**config.mk**
```make
export PLATFORM = sky130hd
export DESIGN_NAME = store_write_buffer
export DESIGN_NICKNAME = d
export VERILOG_FILES = /design/src/rtl/store_write_buffer.sv
export SDC_FILE = /design/constraint.sdc
export NUM_CORES = 1
export LEC_CHECK = 0
export BUFFER_PORTS_ARGS = -buffer_cell sky130_fd_sc_hd__buf_4
export CELL_PAD_IN_SITES_DETAIL_PLACEMENT = 1
export CELL_PAD_IN_SITES_GLOBAL_PLACEMENT = 1
export CORE_AREA = 2 2 129 193
export CTS_CLUSTER_DIAMETER = 120
export DETAILED_ROUTE_END_ITERATION = 8
export DIE_AREA = 0 0 131 195
export GPL_TIMING_DRIVEN = 0
export PLACE_DENSITY_LB_ADDON = 0.1
export SETUP_SLACK_MARGIN = 0.05
export SLEW_MARGIN = 15
export SYNTH_ARGS = -nofsm -noshare
export SYNTH_HDL_FRONTEND = slang
export SYNTH_SLANG_ARGS = --single-unit
```
**constraint.sdc**
```tcl
create_clock -name clk -period 29.4 [get_ports clk]
set_input_delay 8.82 -clock clk [delete_from_list [all_inputs] [get_ports clk]]
set_output_delay 8.82 -clock clk [all_outputs]
set_load 0.02 [all_outputs]
```
**src/rtl/store_write_buffer.sv**
```systemverilog
// store_write_buffer: in-order committed-store FIFO draining word-aligned byte-enabled writes over a req/ack port
module store_write_buffer #(
  parameter int SWB_ENTRIES = 4,
  parameter int ADDR_WIDTH = 32,
  parameter int DATA_WIDTH = 32
) (
  input  logic                  clk,
  input  logic                  rst,
  input  logic                  in_vld,
  input  logic [ADDR_WIDTH-1:0] in_addr,
  input  logic [DATA_WIDTH-1:0] in_data,
  input  logic [1:0]            in_size,
  output logic                  in_rdy,
  output logic                  misalign_err,
  output logic                  mem_req_vld,
  output logic [ADDR_WIDTH-1:0] mem_req_addr,
  output logic [DATA_WIDTH-1:0] mem_req_wdata,
  output logic [3:0]            mem_req_be,
  input  logic                  mem_req_rdy,
  input  logic                  mem_resp_vld,
  output logic                  swb_empty,
  output logic [$clog2(SWB_ENTRIES < 2 ? 2 : SWB_ENTRIES):0] swb_count
);
  localparam int PW = $clog2(SWB_ENTRIES < 2 ? 2 : SWB_ENTRIES);
  localparam int DEPTH = 1 << PW;
  typedef enum logic [1:0] {IDLE, REQ, WAIT_ACK} state_t;
  state_t state_q, state_d;
  logic [ADDR_WIDTH-1:0] addr_mem [DEPTH];
  logic [DATA_WIDTH-1:0] data_mem [DEPTH];
  logic [3:0]            be_mem   [DEPTH];
  logic [PW:0] head_q, tail_q, count_q;
  logic [1:0] o;
  logic aligned, push, pop;
  logic [3:0] be;
  assign o = in_addr[1:0];
  assign aligned = (in_size == 2'b00) | (in_size == 2'b01 & ~o[0]) | (in_size == 2'b10 & o == 2'b00);
  assign be = in_size == 2'b00 ? 4'b0001 << o : in_size == 2'b01 ? 4'b0011 << o : 4'b1111;
  assign in_rdy = count_q != (PW+1)'(DEPTH);
  assign push = in_vld & in_rdy & aligned;
  assign pop = (state_q == WAIT_ACK) & mem_resp_vld;
  assign swb_empty = (count_q == '0) & (state_q == IDLE);
  assign swb_count = count_q;
  always_comb begin
    state_d = state_q == IDLE ? (count_q != '0 ? REQ : IDLE) :
              state_q == REQ  ? (mem_req_rdy ? WAIT_ACK : REQ) :
                                (mem_resp_vld ? IDLE : WAIT_ACK);
  end
  always_ff @(posedge clk) begin
    if (rst) begin
      state_q <= IDLE;
      head_q <= '0;
      tail_q <= '0;
      count_q <= '0;
      misalign_err <= 1'b0;
      mem_req_vld <= 1'b0;
      mem_req_addr <= '0;
      mem_req_wdata <= '0;
      mem_req_be <= '0;
    end else begin
      if (push) begin
        addr_mem[tail_q[PW-1:0]] <= {in_addr[ADDR_WIDTH-1:2], 2'b00};
        data_mem[tail_q[PW-1:0]] <= in_data << {o, 3'b000};
        be_mem[tail_q[PW-1:0]] <= be;
      end
      tail_q <= tail_q + (PW+1)'(push);
      head_q <= head_q + (PW+1)'(pop);
      count_q <= count_q + (PW+1)'(push) - (PW+1)'(pop);
      state_q <= state_d;
      misalign_err <= in_vld & in_rdy & ~aligned;
      mem_req_vld <= state_d == REQ;
      if (state_q == IDLE && state_d == REQ) begin
        mem_req_addr <= addr_mem[head_q[PW-1:0]];
        mem_req_wdata <= data_mem[head_q[PW-1:0]];
        mem_req_be <= be_mem[head_q[PW-1:0]];
      end
    end
  end
endmodule

```
==> impl_metrics.json, run 1 <==
{
  "status": "completed",
  "syn_avg_cell_area_um2": 19.7,
  "seq_area_frac_synth_pct": 74.6,
  "num_antenna_cells": 0,
  "syn_area_mm2": 0.0127,
  "cp.required_ns": 29.65,
  "ctsHoldBuffers": 0,
  "rsz0062_at_grt": "false",
  "track_usage_pct": 23.9,
  "fin_area_mm2": 0.0156,
  "grt_antenna_before_repair": 0,
  "ctsHtreeMaxLevel": 1,
  "crit_type": "primary input to register",
  "crit_fanout": 10,
  "synth_top_area_cell": "edfxtp_1",
  "core_area_mm2": 0.0237,
  "p_leak_nw": 5.67,
  "clock_skew_ns": 0.00995,
  "ant_nets": 0,
  "initial_utilization_pct": 53.5,
  "drt-wirelength-per-cell_um": 24.3,
  "viasPerCell": 5.66,
  "finalPower_mw": 1.19,
  "cts_buffer_depth": 3,
  "synthTopCellsByArea": "edfxtp_1, dfxtp_1, mux4_2",
  "cts_tree": "yes",
  "dieHeight_um": 195,
  "drive_gt1_share_pct": 38.1,
  "drv_slew": 0,
  "ys_seq_elements": 341,
  "vdd_drop_max_mv": 0.0569,
  "placed_area_mm2": 0.0145,
  "synthCells": 644,
  "worst_pin_slew_ns": 0.848,
  "dieArea_mm2": 0.0255,
  "vias": 6861,
  "rows": 69,
  "synth_cell_types": 41,
  "min_period_ns": 12.27,
  "synth_common_cells": "edfxtp_1, dfxtp_1, a22o_1, mux4_2",
  "yosys.cell_count.top_type": "edfxtp_1",
  "clk_latency_ns": 0.56,
  "gp_congestion": 0.838,
  "yosys_most_used_dff": "edfxtp_1",
  "first_global_vias": 7685,
  "powerDensity_mw_per_mm2": 76.2,
  "hold_viol": 0,
  "first_iter_violations": 392,
  "cts_num_sinks": 341,
  "fin_ws_ns": 17.13,
  "setup_tns_ns": 0,
  "drc": 0,
  "setup.worst_path.end_class": "register",
  "post_cts_resize_count": 0,
  "ys_warn_count": 0,
  "netlist.area_leader.share_pct": 62.5,
  "cts_setup_buffers": 0,
  "hp-class": "register to register",
  "drt_first_pass_iters": 5,
  "period_share_pct": 41.7,
  "cts_root_buffer": "clkbuf_16",
  "grt_pass1_wl_um": 45300,
  "cts.clk_slew.worst_paths_ns": 0.07,
  "cap_violations": 0,
  "cp.arrival_ns": 12.52,
  "area_growth_pct": 23.2,
  "relSlewSlack_pct": 42.9,
  "overflow": 0,
  "io_pins": 146,
  "grt_max_degree": 16,
  "dp_hpwl_um": 20700,
  "setup_viol": 0,
  "place_ws_ns": 16.57,
  "cts_made_buffers": 31,
  "async_flop_share_pct": 0,
  "synth-edff-count": 264,
  "routed_wl_um": 29500,
  "nets": 950,
  "port_buffers": 143,
  "fmax_mhz": 81.5,
  "startpoint_type": "primary input",
  "die_w_um": 131
}
[where the power goes]
group	total, mW	internal, mW	switching (mW)
clock	0.435	0.262	0.172
combinational	0.183	0.0817	0.101
sequential	0.573	0.552	0.0203
[worst max-delay path, cell delays in order]
cell	delay, ns
buf_4	0.12
clkbuf_1	0.20
buf_2	0.24
buf_1	0.24
inv_1	0.14
ha_1	0.17
nand2b_1	0.13
nand4_1	0.29
nor4b_2	0.61
buf_4	0.26
buf_2	0.24
buf_4	0.20
buf_2	0.21
buf_4	0.20
buf_4	0.18
buf_2	0.24
[layout make-up]
class / instances / area [um^2]
plain buffers: 39 / 263
inverters: 5 / 18.8
clock buffers: 42 / 847
flip-flops and latches: 341 / 9470
fillers: 2056 / 8110
multi-input cells: 260 / 2970
clock inverters: 15 / 249
well taps: 319 / 399
repair buffers: 192 / 1420
[through the flow]
step,hold slack [ns],utilization (%),instances
after floorplan,0.484,-,645
after global placement,0.462,59.7,1107
after detailed placement,0.469,61.2,1156
after CTS,0.485,65.8,1213
after global routing,0.495,65.8,1213
final,0.479,65.8,1213
[state kept, by name, summed over array words and instances (netlist names)]
register,count
swb_count,3
data_mem,128
mem_req_be,4
be_mem,16
mem_req_vld,1
mem_req_wdata,32
mem_req_addr,30
tail_q,2
state_q,2
misalign_err,1
head_q,2
addr_mem,120
[kinds of logic after synthesis]
kind of cell             Yosys count  share of synthesized area (%)
XOR/XNOR                           3                          0.207
adder cells (fa/ha/maj)            9                          0.946
other                              1                         0.0295
multiplexers                      83                           13.1
AND/OR/NAND/NOR                   66                           2.87
AO/OA/AOI/OAI                     97                           6.06
flip-flops                       341                           74.6
buffers and inverters             44                           2.22
[worst paths after layout]
path                        start               to  slack [ns]  cells past startpoint
setup / recovery       in_addr[1]   addr_mem[1][6]       17.13                     16
hold / removal    mem_req_addr[7]  mem_req_addr[7]        0.48                      1
setup reg to reg     swb_count[1]   addr_mem[1][6]       26.01                     10
hold reg to reg   mem_req_addr[7]  mem_req_addr[7]        0.48                      1
[layer usage]
layer / GRT usage [%] / wire length, um / vias up
met3: 3.18 / 1400 / 57
met2: 42.0 / 15800 / 217
met5: 0 / 0 / -
met4: 9.89 / 1090 / 0
met1: 29.3 / 11200 / 3523
li1: - / - / 3064
[placed cells by master, fill, tap and decap left out, types with 9 or more instances in the layout]
cell,synthesis,routed
nand2_1,11,11
nor2b_1,13,13
and2_1,9,9
buf_6,10,16
a22o_1,66,66
a21oi_1,9,9
buf_2,12,31
mux4_2,66,66
o21ai_0,9,9
buf_4,5,172
dfxtp_1,77,77
nor2_1,16,16
clkbuf_1,8,16
mux2i_1,16,16
clkbuf_16,0,31
edfxtp_1,264,264
(Power assumes the default switching activity.)
==> run 2: changes to the inputs <==
--- a/config.mk
+++ b/config.mk
@@ -5,13 +5,14 @@
 export SDC_FILE = /design/constraint.sdc
 export NUM_CORES = 1
 export LEC_CHECK = 0
+export ABC_AREA = 1
 export BUFFER_PORTS_ARGS = -buffer_cell sky130_fd_sc_hd__buf_4
 export CELL_PAD_IN_SITES_DETAIL_PLACEMENT = 1
 export CELL_PAD_IN_SITES_GLOBAL_PLACEMENT = 1
-export CORE_AREA = 2 2 129 193
+export CORE_AREA = 2 2 159 239
 export CTS_CLUSTER_DIAMETER = 120
 export DETAILED_ROUTE_END_ITERATION = 8
-export DIE_AREA = 0 0 131 195
+export DIE_AREA = 0 0 161 241
 export GPL_TIMING_DRIVEN = 0
 export PLACE_DENSITY_LB_ADDON = 0.1
 export SETUP_SLACK_MARGIN = 0.05
==> constraint.sdc (replaced) <==
create_clock -name clk -period 10 [get_ports clk]
set_input_delay 3 -clock clk [delete_from_list [all_inputs] [get_ports clk]]
set_output_delay 3 -clock clk [all_outputs]
set_load 0.02 [all_outputs]
==> impl_metrics.json, run 2 <==
{
  "cap_violations": 0,
  "syn_avg_cell_area_um2": 9.06,
  "viasPerCell": 4.70,
  "final_cell_mix": "nand2_1, inv_1, edfxtp_1",
  "status": "completed",
  "io_pins": 146,
  "ctsHtreeMaxLevel": 2,
  "yosys_most_used_dff": "edfxtp_1",
  "drt-wirelength-per-cell_um": 17.3,
  "powerDensity_mw_per_mm2": 238,
  "p_leak_nw": 8.56,
  "cts_root_buffer": "clkbuf_16",
  "cp.arrival_ns": 6.06,
  "synth.area.mux_share_pct": 0,
  "p_sw_mw": 1.40,
  "drc": 0,
  "clock_skew_ns": 0.0155,
  "cts_tree": "yes",
  "crit_path_frequent_cell": "buf_4",
  "ys_seq_elements": 341,
  "async_flop_share_pct": 0,
  "clk_latency_ns": 0.53,
  "setup_viol": 0,
  "synth_common_cells": "nand2_1, inv_1, edfxtp_1, nor2_1, nand3_1",
  "vdd_drop_max_mv": 0.127,
  "cts_num_sinks": 341,
  "fmax_mhz": 171,
  "startpoint_type": "primary input",
  "yosys.cell_count.top_type": "nand2_1",
  "synth-edff-count": 264,
  "grt_pass1_wl_um": 64300,
  "synth_simple_gate_area_share_pct": 21.8,
  "largest_register_ffs": 128,
  "drv_slew": 0,
  "crit_slowest_cell": "nor3_2",
  "synth_top_area_cell": "edfxtp_1",
  "cts.clk_slew.worst_paths_ns": 0.05,
  "port_buffers": 142,
  "ctsHoldBuffers": 0,
  "setup.worst_path.end_class": "register",
  "synthAdderAreaFrac_pct": 0.803,
  "grt_antenna_before_repair": 0,
  "overflow": 0,
  "drive_gt1_share_pct": 16.1,
  "netlist.area_leader.share_pct": 53.0,
  "critical_path.cell_chain": "buf_4 -> buf_2 -> clkinv_1 -> buf_2 -> ha_1 -> nand2_1 -> nand2_1 -> inv_1 -> nor3_2 -> buf_6 -> buf_6 -> buf_4 -> buf_4",
  "grt_max_degree": 15,
  "synthTopCellsByArea": "edfxtp_1, nand2_1, dfxtp_1",
  "cpPeakStageDelay_ns": 0.72,
  "post_cts_resize_count": 0,
  "track_usage_pct": 21.7,
  "initial_utilization_pct": 40.9,
  "seqPwrFrac_pct": 41.7,
  "setup_tns_ns": 0,
  "core_area_mm2": 0.0366,
  "dieArea_mm2": 0.0388,
  "dp_hpwl_um": 30000,
  "ant_nets": 0,
  "period_share_pct": 58.4,
  "layout_commonest_cell": "nand2_1",
  "hp-class": "register to register",
  "worst_pin_slew_ns": 0.851,
  "num_antenna_cells": 0,
  "seq_area_frac_synth_pct": 63.3,
  "syn_area_mm2": 0.0149,
  "crit_fanout": 11,
  "first_iter_violations": 478,
  "hold_viol": 0,
  "internal-power_mw": 2.91,
  "ys_warn_count": 0,
  "synth_compound_area_share_pct": 1.81,
  "p_clk_share_pct": 29.6,
  "filler_cell_count": 4268,
  "synth-xor-area-share_pct": 0.176,
  "synth_top_family_by_area": "simple AND/OR/NAND/NOR gates",
  "nets": 1948,
  "area_growth_pct": 21.0,
  "p_sw_share_pct": 32.5,
  "rsz0062_at_grt": "false",
  "gp_congestion": 0.884,
  "cp.required_ns": 10.22,
  "first_global_vias": 11936,
  "cts_made_buffers": 36,
  "relSlewSlack_pct": 43.0,
  "die_w_um": 161,
  "synthCells": 1650,
  "combPwrFrac_pct": 28.8,
  "crit_type": "primary input to register",
  "whs_ns": 0.520,
  "dieHeight_um": 241,
  "cts_setup_buffers": 0,
  "rows": 86,
  "routed_wl_um": 41200,
  "drt_first_pass_iters": 5,
  "vias": 11170,
  "cts_buffer_depth": 3,
  "min_period_ns": 5.84,
  "synth_cell_types": 27
}
-- run 2: changes by cell type after synthesis, moves of 7 or more --
| cell | previous run | this run |
|---|---|---|
| nor2_1 | 16 | 165 |
| mux2i_1 | 16 | 0 |
| a22o_1 | 66 | 0 |
| nand3_1 | 0 | 136 |
| a211oi_1 | 8 | 0 |
| and2_1 | 9 | 0 |
| buf_2 | 12 | 46 |
| o211ai_1 | 0 | 7 |
| nand2_1 | 11 | 500 |
| inv_1 | 5 | 351 |
| nor2b_1 | 13 | 0 |
| mux4_2 | 66 | 0 |
-- run 2: per-layer routing --
metal / part of all wire [%] / track usage (%) / vias to the layer above
li1: - / - / 5470
met1: 39 / 23.7 / 5409
met2: 54 / 41.7 / 203
met3: 3.6 / 3.23 / 88
met4: 3.6 / 8.69 / 0
met5: 0 / 0 / -
-- run 2: cells by family (layout without fill, tap and decap cells) --
kind of cell | count (synthesis) | in the layout
AO/OA/AOI/OAI | 47 | 47
XOR/XNOR | 3 | 3
adder cells (fa/ha/maj) | 9 | 9
buffers and inverters | 435 | 677
flip-flops | 341 | 341
other | 1 | 2
AND/OR/NAND/NOR | 814 | 814
-- run 2: per-stage QoR --
stage | std cells | area [um^2] | worst slack [ns] | total power [mW] | utilization, %
4_1_cts | 2377 | 18100 | 4.11 | 4.37 | 49.4
6_report | 2377 | 18100 | 4.16 | 4.31 | 49.4
3_5_place_dp | 2314 | 17000 | 3.59 | 3.09 | 46.4
2_1_floorplan | 1651 | 15000 | 1.08 | 2.57 | -
3_3_place_gp | 2277 | 16600 | -3.72 | 3.05 | 45.4
5_1_grt | 2377 | 18100 | 3.97 | 4.57 | 49.4
-- run 2: critical path, delay by kind of cell --
kind	cells	cell delay, ns
simple gates	3	1.02
buf+inv	9	1.79
fa+ha+maj	1	0.22
-- run 2: area by class of cell --
cell class	count	area (um^2)	share of cell area, %
inverter	357	1340	7.41
clock buffer	55	1010	5.60
multi-input combinational	875	3700	20.4
timing repair buffer	179	1400	7.76
sequential	341	9470	52.4
tap	484	606	3.35
clock inverter	8	87.6	0.484
buffer	78	467	2.58
-- run 2: power groups by stage --
stage          clock network, mW  logic [mW]  registers (mW)
6_report                    1.27        1.24            1.80
5_1_grt                     1.36        1.40            1.82
4_1_cts                     1.30        1.27            1.80
3_5_place_dp                   0        1.26            1.83
3_3_place_gp                   0        1.22            1.83
2_1_floorplan                  0       0.582            1.99
-- run 2: worst paths after layout --
path	from	endpoint	slack, ns	cells after the start
setup reg to reg	swb_count[1]	data_mem[1][16]	7.17	8
setup / recovery	in_addr[1]	data_mem[1][16]	4.16	13
hold reg to reg	mem_req_addr[12]	mem_req_addr[12]	0.52	4
hold / removal	mem_req_addr[12]	mem_req_addr[12]	0.52	4
==> run 3: changes to the inputs <==
--- a/config.mk
+++ b/config.mk
@@ -5,14 +5,14 @@
 export SDC_FILE = /design/constraint.sdc
 export NUM_CORES = 1
 export LEC_CHECK = 0
-export ABC_AREA = 1
+export ABC_AREA = 0
 export BUFFER_PORTS_ARGS = -buffer_cell sky130_fd_sc_hd__buf_4
 export CELL_PAD_IN_SITES_DETAIL_PLACEMENT = 1
 export CELL_PAD_IN_SITES_GLOBAL_PLACEMENT = 1
-export CORE_AREA = 2 2 159 239
+export CORE_AREA = 2 2 141 211
 export CTS_CLUSTER_DIAMETER = 120
 export DETAILED_ROUTE_END_ITERATION = 8
-export DIE_AREA = 0 0 161 241
+export DIE_AREA = 0 0 143 213
 export GPL_TIMING_DRIVEN = 0
 export PLACE_DENSITY_LB_ADDON = 0.1
 export SETUP_SLACK_MARGIN = 0.05
==> constraint.sdc (replaced) <==
create_clock -name clk -period 5.3 [get_ports clk]
set_input_delay 1.59 -clock clk [delete_from_list [all_inputs] [get_ports clk]]
set_output_delay 1.59 -clock clk [all_outputs]
set_load 0.02 [all_outputs]
==> impl_metrics.json, run 3 (synthesis gave the netlist of run 1 again) <==
{
  "drt_first_pass_iters": 4,
  "vdd_drop_max_mv": 0.266,
  "place_ws_ns": 0.210,
  "relSlewSlack_pct": 37.2,
  "track_usage_pct": 19.4,
  "wl_met2_um": 15200,
  "placed_area_mm2": 0.0147,
  "post_cts_resize_count": 0,
  "worst_pin_slew_ns": 0.932,
  "cts_root_buffer": "clkbuf_16",
  "hp-class": "register to register",
  "top_layer": "met4",
  "clk_latency_ns": 0.57,
  "rows": 76,
  "cts_buffer_depth": 3,
  "r2r_setup_slack_ns": 2.14,
  "dp_hpwl_um": 20500,
  "fin_util_pct": 54.8,
  "multi_input_area_mm2": 0.00302,
  "cp.required_ns": 5.57,
  "whs_path_depth": 1,
  "timing.rr.start": "swb_count[1]",
  "drc": 0,
  "final_cell_mix": "edfxtp_1, buf_4, dfxtp_1",
  "vias": 6753,
  "cts_made_buffers": 31,
  "cts.clk_slew.worst_paths_ns": 0.06,
  "port_buffers": 143,
  "die_w_um": 143,
  "setup.worst_path.end_class": "register",
  "p_sw_mw": 1.60,
  "nets": 928,
  "internal-power_mw": 4.71,
  "finalPower_mw": 6.31,
  "cts_tree": "yes",
  "overflow": 0,
  "crit_fanout": 11,
  "wl_met3_um": 1230,
  "ctsHtreeMaxLevel": 1,
  "grt_antenna_before_repair": 0,
  "fin_area_mm2": 0.0157,
  "fin_ws_ns": 0.845,
  "io_pins": 146,
  "crit_type": "primary input to register",
  "rsz0062_at_grt": "false",
  "filler_cell_count": 2589,
  "min_from": "mem_req_wdata[24]",
  "gp_congestion": 0.835,
  "num_antenna_cells": 0,
  "first_global_vias": 7507,
  "fmax_mhz": 224,
  "hold_viol": 0,
  "dieArea_mm2": 0.0305,
  "p_leak_nw": 5.56,
  "min_to": "mem_req_wdata[24]",
  "p_sw_share_pct": 25.3,
  "drt-wirelength-per-cell_um": 22.9,
  "drt-met1-wl_um": 11400,
  "dieHeight_um": 213,
  "cap_violations": 0,
  "routed_wl_um": 28900,
  "ctsHoldBuffers": 0,
  "grt_pass1_wl_um": 44000,
  "area_growth_pct": 23.5,
  "first_iter_violations": 321,
  "initial_utilization_pct": 44.3,
  "layout_commonest_cell": "edfxtp_1",
  "drv_slew": 0,
  "cts_num_sinks": 341,
  "ant_nets": 0,
  "largest_register_ffs": 128,
  "core_area_mm2": 0.0286,
  "seqPwrFrac_pct": 50.2,
  "p_clk_share_pct": 33.5,
  "timing.rr.end": "addr_mem[1][15]",
  "grt_max_degree": 16,
  "startpoint_type": "primary input",
  "cp.arrival_ns": 4.73,
  "combPwrFrac_pct": 16.3,
  "viasPerCell": 5.35,
  "setup_tns_ns": 0,
  "status": "completed",
  "clock_skew_ns": 0.0122,
  "period_share_pct": 84.1,
  "reg2regPathDepth": 7,
  "cts_setup_buffers": 0,
  "seq_area_mm2": 0.00947,
  "powerDensity_mw_per_mm2": 403,
  "drive_gt1_share_pct": 37.4,
  "setup_viol": 0,
  "min_period_ns": 4.46
}
[run 3: changes by cell type in the layout (fill, tap and decap cells not counted), sizes merged, moves of 13 or more]
cell | before | now
nand2 | 501 | 11
inv | 356 | 5
nor2 | 165 | 16
nand3 | 136 | 0
a22o | 0 | 66
mux4 | 0 | 66
buf | 243 | 199
mux2i | 0 | 16
nor2b | 0 | 13
[run 3: how the worst max path moves through the flow]
| stage | start | end | slack [ns] | cells past startpoint |
|---|---|---|---|---|
| 2_1_floorplan | in_addr[1] | addr_mem[1][0] | -0.11 | 8 |
| 3_3_place_gp | in_addr[0] | addr_mem[1][3] | -2.27 | 8 |
| 3_5_place_dp | in_addr[0] | addr_mem[1][22] | 0.21 | 12 |
| 4_1_cts | in_addr[0] | addr_mem[1][15] | 0.77 | 12 |
| 5_1_grt | in_addr[0] | addr_mem[1][15] | 0.69 | 12 |
| 6_report | in_addr[0] | addr_mem[1][15] | 0.84 | 12 |
[run 3: metrics by stage]
step	hold WS [ns]	cells
3_3_place_gp	0.462	1178
3_5_place_dp	0.465	1205
2_1_floorplan	0.484	645
6_report	0.481	1262
4_1_cts	0.484	1262
5_1_grt	0.489	1262
[run 3: power groups by stage]
stage | Clock [mW] | Combinational, mW | Sequential [mW]
6_report | 2.11 | 1.03 | 3.17
5_1_grt | 2.26 | 1.09 | 3.19
4_1_cts | 2.17 | 1.05 | 3.17
3_5_place_dp | 0 | 1.04 | 3.23
3_3_place_gp | 0 | 1.00 | 3.22
2_1_floorplan | 0 | 0.417 | 3.37
[run 3: routing by layer]
metal  up-vias  global-route usage (%)
met5         -                       0
met4         0                    8.36
met3        70                    3.05
met2       180                    34.4
met1      3492                    23.2
li1       3011                       -
[run 3: cell type report]
type                       instances  area share, %
buffer                            39           1.93
clock buffer                      51           5.94
clock inverter                     6          0.184
inverter                           5          0.136
multi-input combinational        260           19.3
sequential                       341           60.4
tap                              390           3.11
timing repair buffer             170           9.03
[run 3: worst max-delay path: stages]
cell      delay, ns
buf_4          0.12
buf_2          0.19
clkbuf_2       0.24
inv_2          0.14
ha_4           0.13
nand2b_4       0.11
nand4_1        0.46
nor4b_4        0.98
buf_8          0.24
buf_6          0.18
buf_8          0.17
buf_6          0.15
